===== config.mk =====
export PLATFORM = sky130hd
export DESIGN_NAME = multiplier_arbiter_flat
export DESIGN_NICKNAME = d
export VERILOG_FILES = /design/src/rtl/multiplier_arbiter_pkg.sv /design/src/rtl/multiplier_arbiter_if.sv /design/src/rtl/multiplier_arbiter_rr_priority_select.sv /design/src/rtl/multiplier_arbiter.sv /design/src/flat_wrapper.sv
export SDC_FILE = /design/constraint.sdc
export NUM_CORES = 1
export LEC_CHECK = 0
export ABC_AREA = 1
export CORE_MARGIN = 2
export CORE_UTILIZATION = 30
export DETAILED_ROUTE_END_ITERATION = 10
export MAX_ROUTING_LAYER = met4
export PLACE_DENSITY_LB_ADDON = 0.2
export SYNTH_ARGS = -nofsm -noshare
export SYNTH_HDL_FRONTEND = slang
export SYNTH_SLANG_ARGS = --single-unit

===== constraint.sdc =====
create_clock -name i_clock -period 5 [get_ports i_clock]
set_input_delay 1 -clock i_clock [delete_from_list [all_inputs] [get_ports i_clock]]
set_output_delay 1 -clock i_clock [all_outputs]
set_load 0.01 [all_outputs]

===== src/rtl/multiplier_arbiter_pkg.sv =====
// Shared types for the multiplier arbiter: FSM state encoding and index/counter width helper.
package multiplier_arbiter_pkg;

    typedef enum logic [1:0] {
        StIdle    = 2'd0,
        StLaunch  = 2'd1,
        StWait    = 2'd2,
        StRespond = 2'd3
    } state_e;

    // Width able to hold values 0..n-1, never narrower than one bit.
    function automatic int unsigned idx_width(input int unsigned n);
        return (n > 1) ? $clog2(n) : 1;
    endfunction

endpackage


===== src/rtl/multiplier_arbiter_if.sv =====
// Client and multiplier handshake bundle; slave is the arbiter's view, master the environment's.
interface multiplier_arbiter_if #(
    parameter int unsigned BITS       = 4,
    parameter int unsigned REQUESTERS = 3
);
    logic [REQUESTERS-1:0]      i_request;
    logic [REQUESTERS*BITS-1:0] i_multiplicand;
    logic [REQUESTERS*BITS-1:0] i_multiplier;
    logic [REQUESTERS-1:0]      o_grant;
    logic [REQUESTERS-1:0]      o_done;
    logic [2*BITS-1:0]          o_product;
    logic                       o_error;
    logic                       o_busy;
    logic                       o_mul_start;
    logic [BITS-1:0]            o_mul_a;
    logic [BITS-1:0]            o_mul_b;
    logic                       i_mul_finished;
    logic [2*BITS-1:0]          i_mul_product;

    modport slave (
        input  i_request, i_multiplicand, i_multiplier, i_mul_finished, i_mul_product,
        output o_grant, o_done, o_product, o_error, o_busy, o_mul_start, o_mul_a, o_mul_b
    );

    modport master (
        output i_request, i_multiplicand, i_multiplier, i_mul_finished, i_mul_product,
        input  o_grant, o_done, o_product, o_error, o_busy, o_mul_start, o_mul_a, o_mul_b
    );
endinterface


===== src/rtl/multiplier_arbiter_rr_priority_select.sv =====
// Round-robin pick: first set request bit searching upward from last+1 with wrap.
module multiplier_arbiter_rr_priority_select
    import multiplier_arbiter_pkg::*;
#(
    parameter int unsigned N = 3,
    localparam int unsigned IdxW = idx_width(N)
) (
    input  logic [N-1:0]    i_request,
    input  logic [IdxW-1:0] i_last,
    output logic [N-1:0]    o_grant,
    output logic [IdxW-1:0] o_index,
    output logic            o_any
);

    int unsigned w_k;

    always_comb begin
        o_grant = '0;
        o_index = '0;
        o_any   = 1'b0;
        w_k     = 0;
        for (int unsigned i = 1; i <= N; i++) begin
            w_k = (32'(i_last) + i) % N;
            if (!o_any && i_request[w_k[IdxW-1:0]]) begin
                o_any                   = 1'b1;
                o_index                 = w_k[IdxW-1:0];
                o_grant[w_k[IdxW-1:0]] = 1'b1;
            end
        end
    end

endmodule


===== src/rtl/multiplier_arbiter.sv =====
// Shares one sequential multiplier among REQUESTERS clients: arbitrate, launch, wait with
// timeout guard, then return the product and a done pulse to the owning client.
module multiplier_arbiter
    import multiplier_arbiter_pkg::*;
#(
    parameter int unsigned BITS       = 4,
    parameter int unsigned REQUESTERS = 3,
    parameter int unsigned TIMEOUT    = 16
) (
    input logic                  i_clock,
    input logic                  i_reset,
    multiplier_arbiter_if.slave  bus
);

    localparam int unsigned IdxW = idx_width(REQUESTERS);
    localparam int unsigned CntW = idx_width(TIMEOUT);

    state_e                r_state;
    state_e                w_state_next;
    logic [REQUESTERS-1:0] r_grant;
    logic [IdxW-1:0]       r_owner;
    logic [IdxW-1:0]       r_last;
    logic [CntW-1:0]       r_count;
    logic                  r_error;
    logic [BITS-1:0]       r_mul_a;
    logic [BITS-1:0]       r_mul_b;
    logic [2*BITS-1:0]     r_product;

    logic [REQUESTERS-1:0] w_sel_grant;
    logic [IdxW-1:0]       w_sel_index;
    logic                  w_sel_any;
    logic                  w_timeout;

    multiplier_arbiter_rr_priority_select #(
        .N (REQUESTERS)
    ) u_select (
        .i_request (bus.i_request),
        .i_last    (r_last),
        .o_grant   (w_sel_grant),
        .o_index   (w_sel_index),
        .o_any     (w_sel_any)
    );

    assign w_timeout = (r_count == CntW'(TIMEOUT - 1));

    always_ff @(posedge i_clock or negedge i_reset) begin
        if (!i_reset) begin
            r_state <= StIdle;
        end else begin
            r_state <= w_state_next;
        end
    end

    always_comb begin
        w_state_next = r_state;
        unique case (r_state)
            StIdle:    if (w_sel_any) w_state_next = StLaunch;
            StLaunch:  w_state_next = StWait;
            // finished takes priority over a coincident timeout
            StWait:    if (bus.i_mul_finished || w_timeout) w_state_next = StRespond;
            StRespond: w_state_next = StIdle;
            default:   w_state_next = StIdle;
        endcase
    end

    always_ff @(posedge i_clock or negedge i_reset) begin
        if (!i_reset) begin
            r_grant   <= '0;
            r_owner   <= '0;
            r_last    <= IdxW'(REQUESTERS - 1);
            r_count   <= '0;
            r_error   <= 1'b0;
            r_mul_a   <= '0;
            r_mul_b   <= '0;
            r_product <= '0;
        end else begin
            case (r_state)
                StIdle: begin
                    if (w_sel_any) begin
                        r_grant <= w_sel_grant;
                        r_owner <= w_sel_index;
                        r_mul_a <= bus.i_multiplicand[32'(w_sel_index) * BITS +: BITS];
                        r_mul_b <= bus.i_multiplier[32'(w_sel_index) * BITS +: BITS];
                    end
                end
                StLaunch: r_count <= '0;
                StWait: begin
                    if (bus.i_mul_finished) begin
                        r_product <= bus.i_mul_product;
                    end else if (w_timeout) begin
                        r_error <= 1'b1;
                    end else begin
                        r_count <= r_count + 1'b1;
                    end
                end
                StRespond: begin
                    r_last  <= r_owner;
                    r_error <= 1'b0;
                    r_grant <= '0;
                end
                default: ;
            endcase
        end
    end

    assign bus.o_grant     = r_grant;
    assign bus.o_done      = (r_state == StRespond) ? r_grant : '0;
    assign bus.o_error     = (r_state == StRespond) && r_error;
    assign bus.o_busy      = (r_state != StIdle);
    assign bus.o_mul_start = (r_state == StLaunch);
    assign bus.o_mul_a     = r_mul_a;
    assign bus.o_mul_b     = r_mul_b;
    assign bus.o_product   = r_product;

endmodule


===== src/flat_wrapper.sv =====
// flat-port wrapper written by rule: the top's interface ports become plain ports
module multiplier_arbiter_flat import multiplier_arbiter_pkg::*;
#(
    parameter int unsigned BITS       = 4,
    parameter int unsigned REQUESTERS = 3,
    parameter int unsigned TIMEOUT    = 16
)
  (i_clock, i_reset, bus_i_request, bus_i_multiplicand, bus_i_multiplier, bus_i_mul_finished, bus_i_mul_product, bus_o_grant, bus_o_done, bus_o_product, bus_o_error, bus_o_busy, bus_o_mul_start, bus_o_mul_a, bus_o_mul_b);
  multiplier_arbiter_if #(.BITS(BITS), .REQUESTERS(REQUESTERS)) bus_i ();
  input logic i_clock;
  input logic i_reset;
  input wire logic [$bits(bus_i.i_request)-1:0] bus_i_request;
  input wire logic [$bits(bus_i.i_multiplicand)-1:0] bus_i_multiplicand;
  input wire logic [$bits(bus_i.i_multiplier)-1:0] bus_i_multiplier;
  input wire logic [$bits(bus_i.i_mul_finished)-1:0] bus_i_mul_finished;
  input wire logic [$bits(bus_i.i_mul_product)-1:0] bus_i_mul_product;
  output wire logic [$bits(bus_i.o_grant)-1:0] bus_o_grant;
  output wire logic [$bits(bus_i.o_done)-1:0] bus_o_done;
  output wire logic [$bits(bus_i.o_product)-1:0] bus_o_product;
  output wire logic [$bits(bus_i.o_error)-1:0] bus_o_error;
  output wire logic [$bits(bus_i.o_busy)-1:0] bus_o_busy;
  output wire logic [$bits(bus_i.o_mul_start)-1:0] bus_o_mul_start;
  output wire logic [$bits(bus_i.o_mul_a)-1:0] bus_o_mul_a;
  output wire logic [$bits(bus_i.o_mul_b)-1:0] bus_o_mul_b;
  assign bus_i.i_request = bus_i_request;
  assign bus_i.i_multiplicand = bus_i_multiplicand;
  assign bus_i.i_multiplier = bus_i_multiplier;
  assign bus_i.i_mul_finished = bus_i_mul_finished;
  assign bus_i.i_mul_product = bus_i_mul_product;
  assign bus_o_grant = bus_i.o_grant;
  assign bus_o_done = bus_i.o_done;
  assign bus_o_product = bus_i.o_product;
  assign bus_o_error = bus_i.o_error;
  assign bus_o_busy = bus_i.o_busy;
  assign bus_o_mul_start = bus_i.o_mul_start;
  assign bus_o_mul_a = bus_i.o_mul_a;
  assign bus_o_mul_b = bus_i.o_mul_b;
  multiplier_arbiter #(.BITS(BITS), .REQUESTERS(REQUESTERS), .TIMEOUT(TIMEOUT)) u_core (.i_clock(i_clock), .i_reset(i_reset), .bus(bus_i));
endmodule

[Word level (Yosys, flattened, before mapping)]
Cells that the tools add are included.
Cells by class
  muxes and demuxes: 33
  $add $sub $neg: 4
  reductions and logical operators: 20
  equality and inequality tests: 9
  bitwise gates (word level): 2
  $lt $le $gt $ge: 6
  shift operators: 2
  div/mod/pow operators: 3
Operators with widths (count)
  $mod A32 B2 Y32 const B: 3
  $shiftx A12 B5 Y4: 2
  $mux W3: 5
  $mux W1: 11
  $mux W2: 5
  $lt A2 B3 Y1 const B: 3
  $mux W4: 2
  $pmux W2 S4: 1
  $pmux W4 S2: 1
  $reduce_and A2 Y1: 4
  $reduce_bool A2 Y1: 4
  $add A2 B2 Y3 const B: 2
  $bmux W1 S2: 3
  $demux W1 S2: 3
  $ge A2 B1 Y1 const B: 3
  $logic_and A1 B1 Y1: 6
  $ne A2 B2 Y1 const B: 3
  $or A3 B3 Y3: 2
  $pmux W3 S2: 1
  $reduce_and A3 Y1: 2
  $add A4 B1 Y4 const B: 1
  $eq A2 B2 Y1 const B: 2
  $eq A4 B4 Y1 const B: 1
  $ne A2 B1 Y1 const B: 2
  6 further kinds: 7
Word-level totals
  register bits after elaboration: 30
  input bits: 38
  word-level logic and storage cells: 88

[Longest topological paths before layout]
  word-level depth: 13
  mapped depth: 14

[Hierarchy]
A second synthesis with hierarchy kept.
Second synthesis, totals
  cell total of the unflattened synthesis: 258
  area, all modules: 1874.3 µm²
Modules (own cells, without submodules)
  multiplier_arbiter: instances 1, area each 1545.2 µm², cells each 194, sequential area each 752.0 µm²
  multiplier_arbiter_rr_priority_select: instances 1, area each 329.1 µm², cells each 64, sequential area each 0.0 µm²

[Worst setup path after synthesis]
OpenSTA, ideal clock, no wires.
  path type: input to register
  from: input bus_i_request[2]
  to: register u_core.r_mul_a[1], in the netlist u_core.bus.o_mul_a[1]
  data arrival time: 1.970 ns
  required time: 4.879 ns
  buffers on the path: 1
  setup slack: 2.909 ns
  stages on the path: 10
  cells stage by stage: inv_1 o21ai_1 nand2_4 nand2_4 nor2_8 nand2_2 nand2_4 buf_12 o211ai_1 nand2_1
Between the ends
  cells in the longest elaborated chain, start to end: 10
  elaborated cells on any way between the ends: 18
  classes of those cells: shift: 1; mux: 12; reduce/logical: 5
RTL lines
  from (decl): RTL line flat_wrapper.sv:12  | input wire logic [$bits(bus_i.i_request)-1:0] bus_i_request;
  $bmux W1 S2: RTL line multiplier_arbiter_rr_priority_select.sv:24  | if (!o_any && i_request[w_k[IdxW-1:0]]) begin
  $mux W1 (not written as such): RTL line multiplier_arbiter_rr_priority_select.sv:24
  $mux W1: RTL line multiplier_arbiter_rr_priority_select.sv:24
  $logic_not A1 Y1: RTL line multiplier_arbiter_rr_priority_select.sv:24
  $logic_and A1 B1 Y1: RTL line multiplier_arbiter_rr_priority_select.sv:24
  $mux W1: RTL line multiplier_arbiter_rr_priority_select.sv:24
  $logic_not A1 Y1: RTL line multiplier_arbiter_rr_priority_select.sv:24
  $logic_and A1 B1 Y1: RTL line multiplier_arbiter_rr_priority_select.sv:24
  $mux W2 / $mux W1 (equally long branches): RTL line multiplier_arbiter_rr_priority_select.sv:24
  $shiftx A12 B5 Y4 / $reduce_and A2 Y1 (equally long branches)
  to (signal assigned): RTL line multiplier_arbiter.sv:82  | r_mul_a <= bus.i_multiplicand[32'(w_sel_index) * BITS +: BITS];
  to (decl): RTL line multiplier_arbiter.sv:25  | logic [BITS-1:0] r_mul_a;
Parallel ways exist; a longest one is shown, timed or not. The select of a mux whose other input is x is not followed.
A chain may end at the register's enable or synchronous reset.

[Worst setup path in the final report]
  from: register u_core.r_state[0]
  to: output bus_o_busy
Between the ends
  cells in the longest elaborated chain, start to end: 1
RTL lines
  from (decl): RTL line multiplier_arbiter.sv:18  | state_e r_state;
  from (signal assigned): RTL line multiplier_arbiter.sv:48  | r_state <= StIdle;
  from (signal assigned): RTL line multiplier_arbiter.sv:50  | r_state <= w_state_next;
  $reduce_bool A2 Y1: RTL line multiplier_arbiter.sv:109  | assign bus.o_busy = (r_state != StIdle);
  to (decl): RTL line flat_wrapper.sv:21  | output wire logic [$bits(bus_i.o_busy)-1:0] bus_o_busy;
No other way between the ends.

==> results.sh <==
export IMPL_cts_buffer_depth=2
export IMPL_crit_path_top_delay_cell="clkdlybuf4s50_1"
export IMPL_wire_per_inst_microns=11.5
export IMPL_ys_ff_latch=30
export IMPL_grt_max_degree=31
export IMPL_diodes=0
export IMPL_num_vias=1693
export IMPL_portBuffers=62
export IMPL_rsz0062_at_grt="false"
export IMPL_viasPerCell=4.61
export IMPL_cpLargestDelayFamily="buffers and inverters"
export IMPL_grt_total_usage_pct=13.5
export IMPL_grt_pass1_wl_mm=7.56
export IMPL_die_w_microns=83.0
export IMPL_io_pins=63
export IMPL_slew_violations=0
export IMPL_tightest_slew_ns=0.377
export IMPL_die_h_microns=83.0
export IMPL_dieArea_sq_mm=0.00689
export IMPL_clk_latency_ns=0.28
export IMPL_start_util_pct=31.3
export IMPL_cts_setup_buffers=0
export IMPL_r2r_setup_slack_ns=2.93
export IMPL_slew_headroom_pct=74.9
export IMPL_peakVddDrop_mv=0.211
export IMPL_async_reset_ff_share_pct=100
export IMPL_fp_coreArea_sq_mm=0.00599
export IMPL_finalHoldViolCount=0
export IMPL_skew_ns=0.00284
export IMPL_synth_area_sq_mm=0.00187
export IMPL_drt_antenna_violating_nets=0
export IMPL_synth_warning_count=0
export IMPL_max_freq_mhz=361
export IMPL_place_congestion=0.859
export IMPL_drv_cap=0
export IMPL_finalCritPeriodShare_pct=55.5
export IMPL_worst_path_most_repeated_cell="inv_1"
export IMPL_hold_path_class="register to register"
export IMPL_fin_worst_hold_slack_ns=0.498
export IMPL_leakagePower_nw=1.25
export IMPL_fin_total_pwr_mw=1.74
export IMPL_placementRows=28
export IMPL_synth_cells=223
export IMPL_max_stage_delay_ns=0.59
export IMPL_h_tree_depth=2
export IMPL_place_inst=359
export IMPL_synth_nets=270
export IMPL_synth_area_per_cell_sq_um=8.40
export IMPL_synth_edf_count=0
export IMPL_dpl_worst_slack_ns=2.21
export IMPL_hold_buffers=0
export IMPL_area_growth_pct=42.1
export IMPL_drive_above_1_share_pct=14.0
export IMPL_cts_made_buffers=5
export IMPL_crit_buf_inv=3
export IMPL_initialDrtViolationCount=143
export IMPL_seq_area_frac_synth_pct=40.1
export IMPL_grt_pass1_vias=1677
export IMPL_clock_sinks=30
export IMPL_crit_path_max_fanout=3
export IMPL_clkTransAtPathRegs_ns=0.06
export IMPL_nNetsFinal=338
export IMPL_min_period_ns=2.77
export IMPL_tns_ns=0
export IMPL_worst_setup_path_end_kind="output port"
export IMPL_instances_no_fill=367
export IMPL_cts_resized=0
export IMPL_critPathKind="register to output port"
export IMPL_cts_tree="yes"
export IMPL_wl_mm=4.24
export IMPL_cp_required_ns=4.00
export IMPL_finalSetupViolCount=0
export IMPL_powerDensity_mw_per_mm2=655
export IMPL_synthFlopType="dfrtp_1"
export IMPL_path_cells="inv_1 > ha_1 > inv_1 > clkdlybuf4s50_1"
export IMPL_cp_data_arrival_time_ns=1.77
export IMPL_grt_antenna_before_repair=0
export IMPL_grt_ovfl_total=0
export IMPL_first_pass_iters=4
export IMPL_synthDistinctLibCells=28
export IMPL_dpl_hpwl_mm=3.36
export IMPL_start_kind="register"
export IMPL_status="finished, final reports clean"
export IMPL_setup_slack_ns=2.23
export IMPL_root_buffer="clkbuf_8"
export IMPL_drc_errors=0
[layout make-up]
cell class	instances	area (sq um)
multi-input cells	153	952
flip-flops and latches	30	752
repair buffers	63	628
well taps	75	93.8
clock buffers	8	90.1
inverters	38	145
fillers	583	3330
[stage by stage]
| step | cell area (sq um) | utilization, % |
|---|---|---|
| floorplan | 1870 | - |
| global placement | 2570 | 42.9 |
| detailed placement | 2570 | 42.9 |
| CTS | 2660 | 44.4 |
| global route | 2660 | 44.4 |
| finish | 2660 | 44.4 |
[per-layer routing]
layer  routed length (microns)  up-vias  track usage, %  share of wire [%]
met3                       239        9            2.68                5.6
li1                          -      850               -                  -
met1                      1990      769            17.8                 47
met4                        72        0            5.07                1.7
met2                      1940       65            20.6                 46
met5                         0        -               -                  0
[synth_stat cells (2+ instances only)]
master | instances | area, sq um
o21ai_0 | 8 | 40.0
inv_2 | 5 | 18.8
o211ai_1 | 5 | 37.5
nand3_2 | 4 | 40.0
nand2_2 | 5 | 31.3
inv_1 | 32 | 120
o22ai_1 | 2 | 12.5
nand2_4 | 4 | 45.0
nand3_1 | 19 | 95.1
ha_1 | 9 | 113
nor2_1 | 13 | 48.8
nor2_4 | 2 | 22.5
mux2_2 | 8 | 90.1
o21ai_1 | 3 | 15.0
nor2_8 | 2 | 40.0
o21a_1 | 5 | 37.5
a21oi_1 | 9 | 45.0
dfrtp_1 | 29 | 726
a21oi_2 | 2 | 17.5
xnor2_1 | 2 | 17.5
nand2_1 | 48 | 180
[where the power goes]
group          leakage, nW  switching [mW]  total (mW)  internal (mW)
combinational        0.846           0.638        1.11          0.474
clock               0.0455          0.0854       0.197          0.112
sequential           0.363          0.0702       0.432          0.362
total                 1.25           0.794        1.74          0.948
[worst reg2reg max path, stage by stage (launching register included)]
cell and delay (ns):
dfstp_2 0.55, ha_1 0.30, o21ai_1 0.25, nand2_4 0.11
nand2_4 0.11, nor2_4 0.06, nor2_8 0.16, inv_4 0.10
nor2_4 0.17, o211ai_1 0.12, nand2_1 0.08
[worst paths after layout]
path | start | end | cells past startpoint
worst max-delay path | u_core.r_state[0]$_DFFE_PN0P_ | bus_o_busy | 4
worst min-delay path | u_core.r_owner[0]$_DFFE_PN0P_ | u_core.r_owner[0]$_DFFE_PN0P_ | 1
worst max register to register | u_core.r_last[1]$_DFFE_PN1P_ | u_core.bus.o_mul_a[2]$_DFFE_PN0P_ | 10
worst min register to register | u_core.r_owner[0]$_DFFE_PN0P_ | u_core.r_owner[0]$_DFFE_PN0P_ | 1
max in group asynchronous | i_reset | u_core.r_last[1]$_DFFE_PN1P_ | 2
min in group asynchronous | i_reset | u_core.r_count[1]$_DFFE_PN0P_ | 2
[logic make-up (layout without fill, tap and decap cells)]
group           Yosys count  in the layout  share of synthesized area (%)
xor+xnor                  2              2                          0.935
mux                       8              8                           4.81
buf+inv                  40            109                           9.02
compound gates           37             37                           12.2
flops                    30             30                           40.1
fa+ha+maj                 9              9                           6.01
simple gates             97             97                           26.9
[state kept, by name (all words and copies together), names as in the netlist]
register,cells
u_core.r_count,4
u_core.r_state,2
u_core.r_owner,2
u_core.bus.o_grant,3
u_core.bus.o_mul_b,4
u_core.r_last,2
u_core.r_error,1
u_core.bus.o_mul_a,4
u_core.bus.o_product,8
[cells in the final DEF, fill, tap and decap left out, drive strengths merged]
cell type / instances
buf: 1
clkbuf: 8
a22oi: 1
a21oi: 11
dfrtp: 29
o31ai: 1
o21a: 5
xnor2: 2
ha: 9
mux2: 8
nand3: 23
a22o: 1
nor2: 17
o211ai: 5
o22ai: 2
dfstp: 1
o21ai: 11
nand2: 57
clkdlybuf4s50: 62
inv: 38
Power figures use the tool's default switching activity.
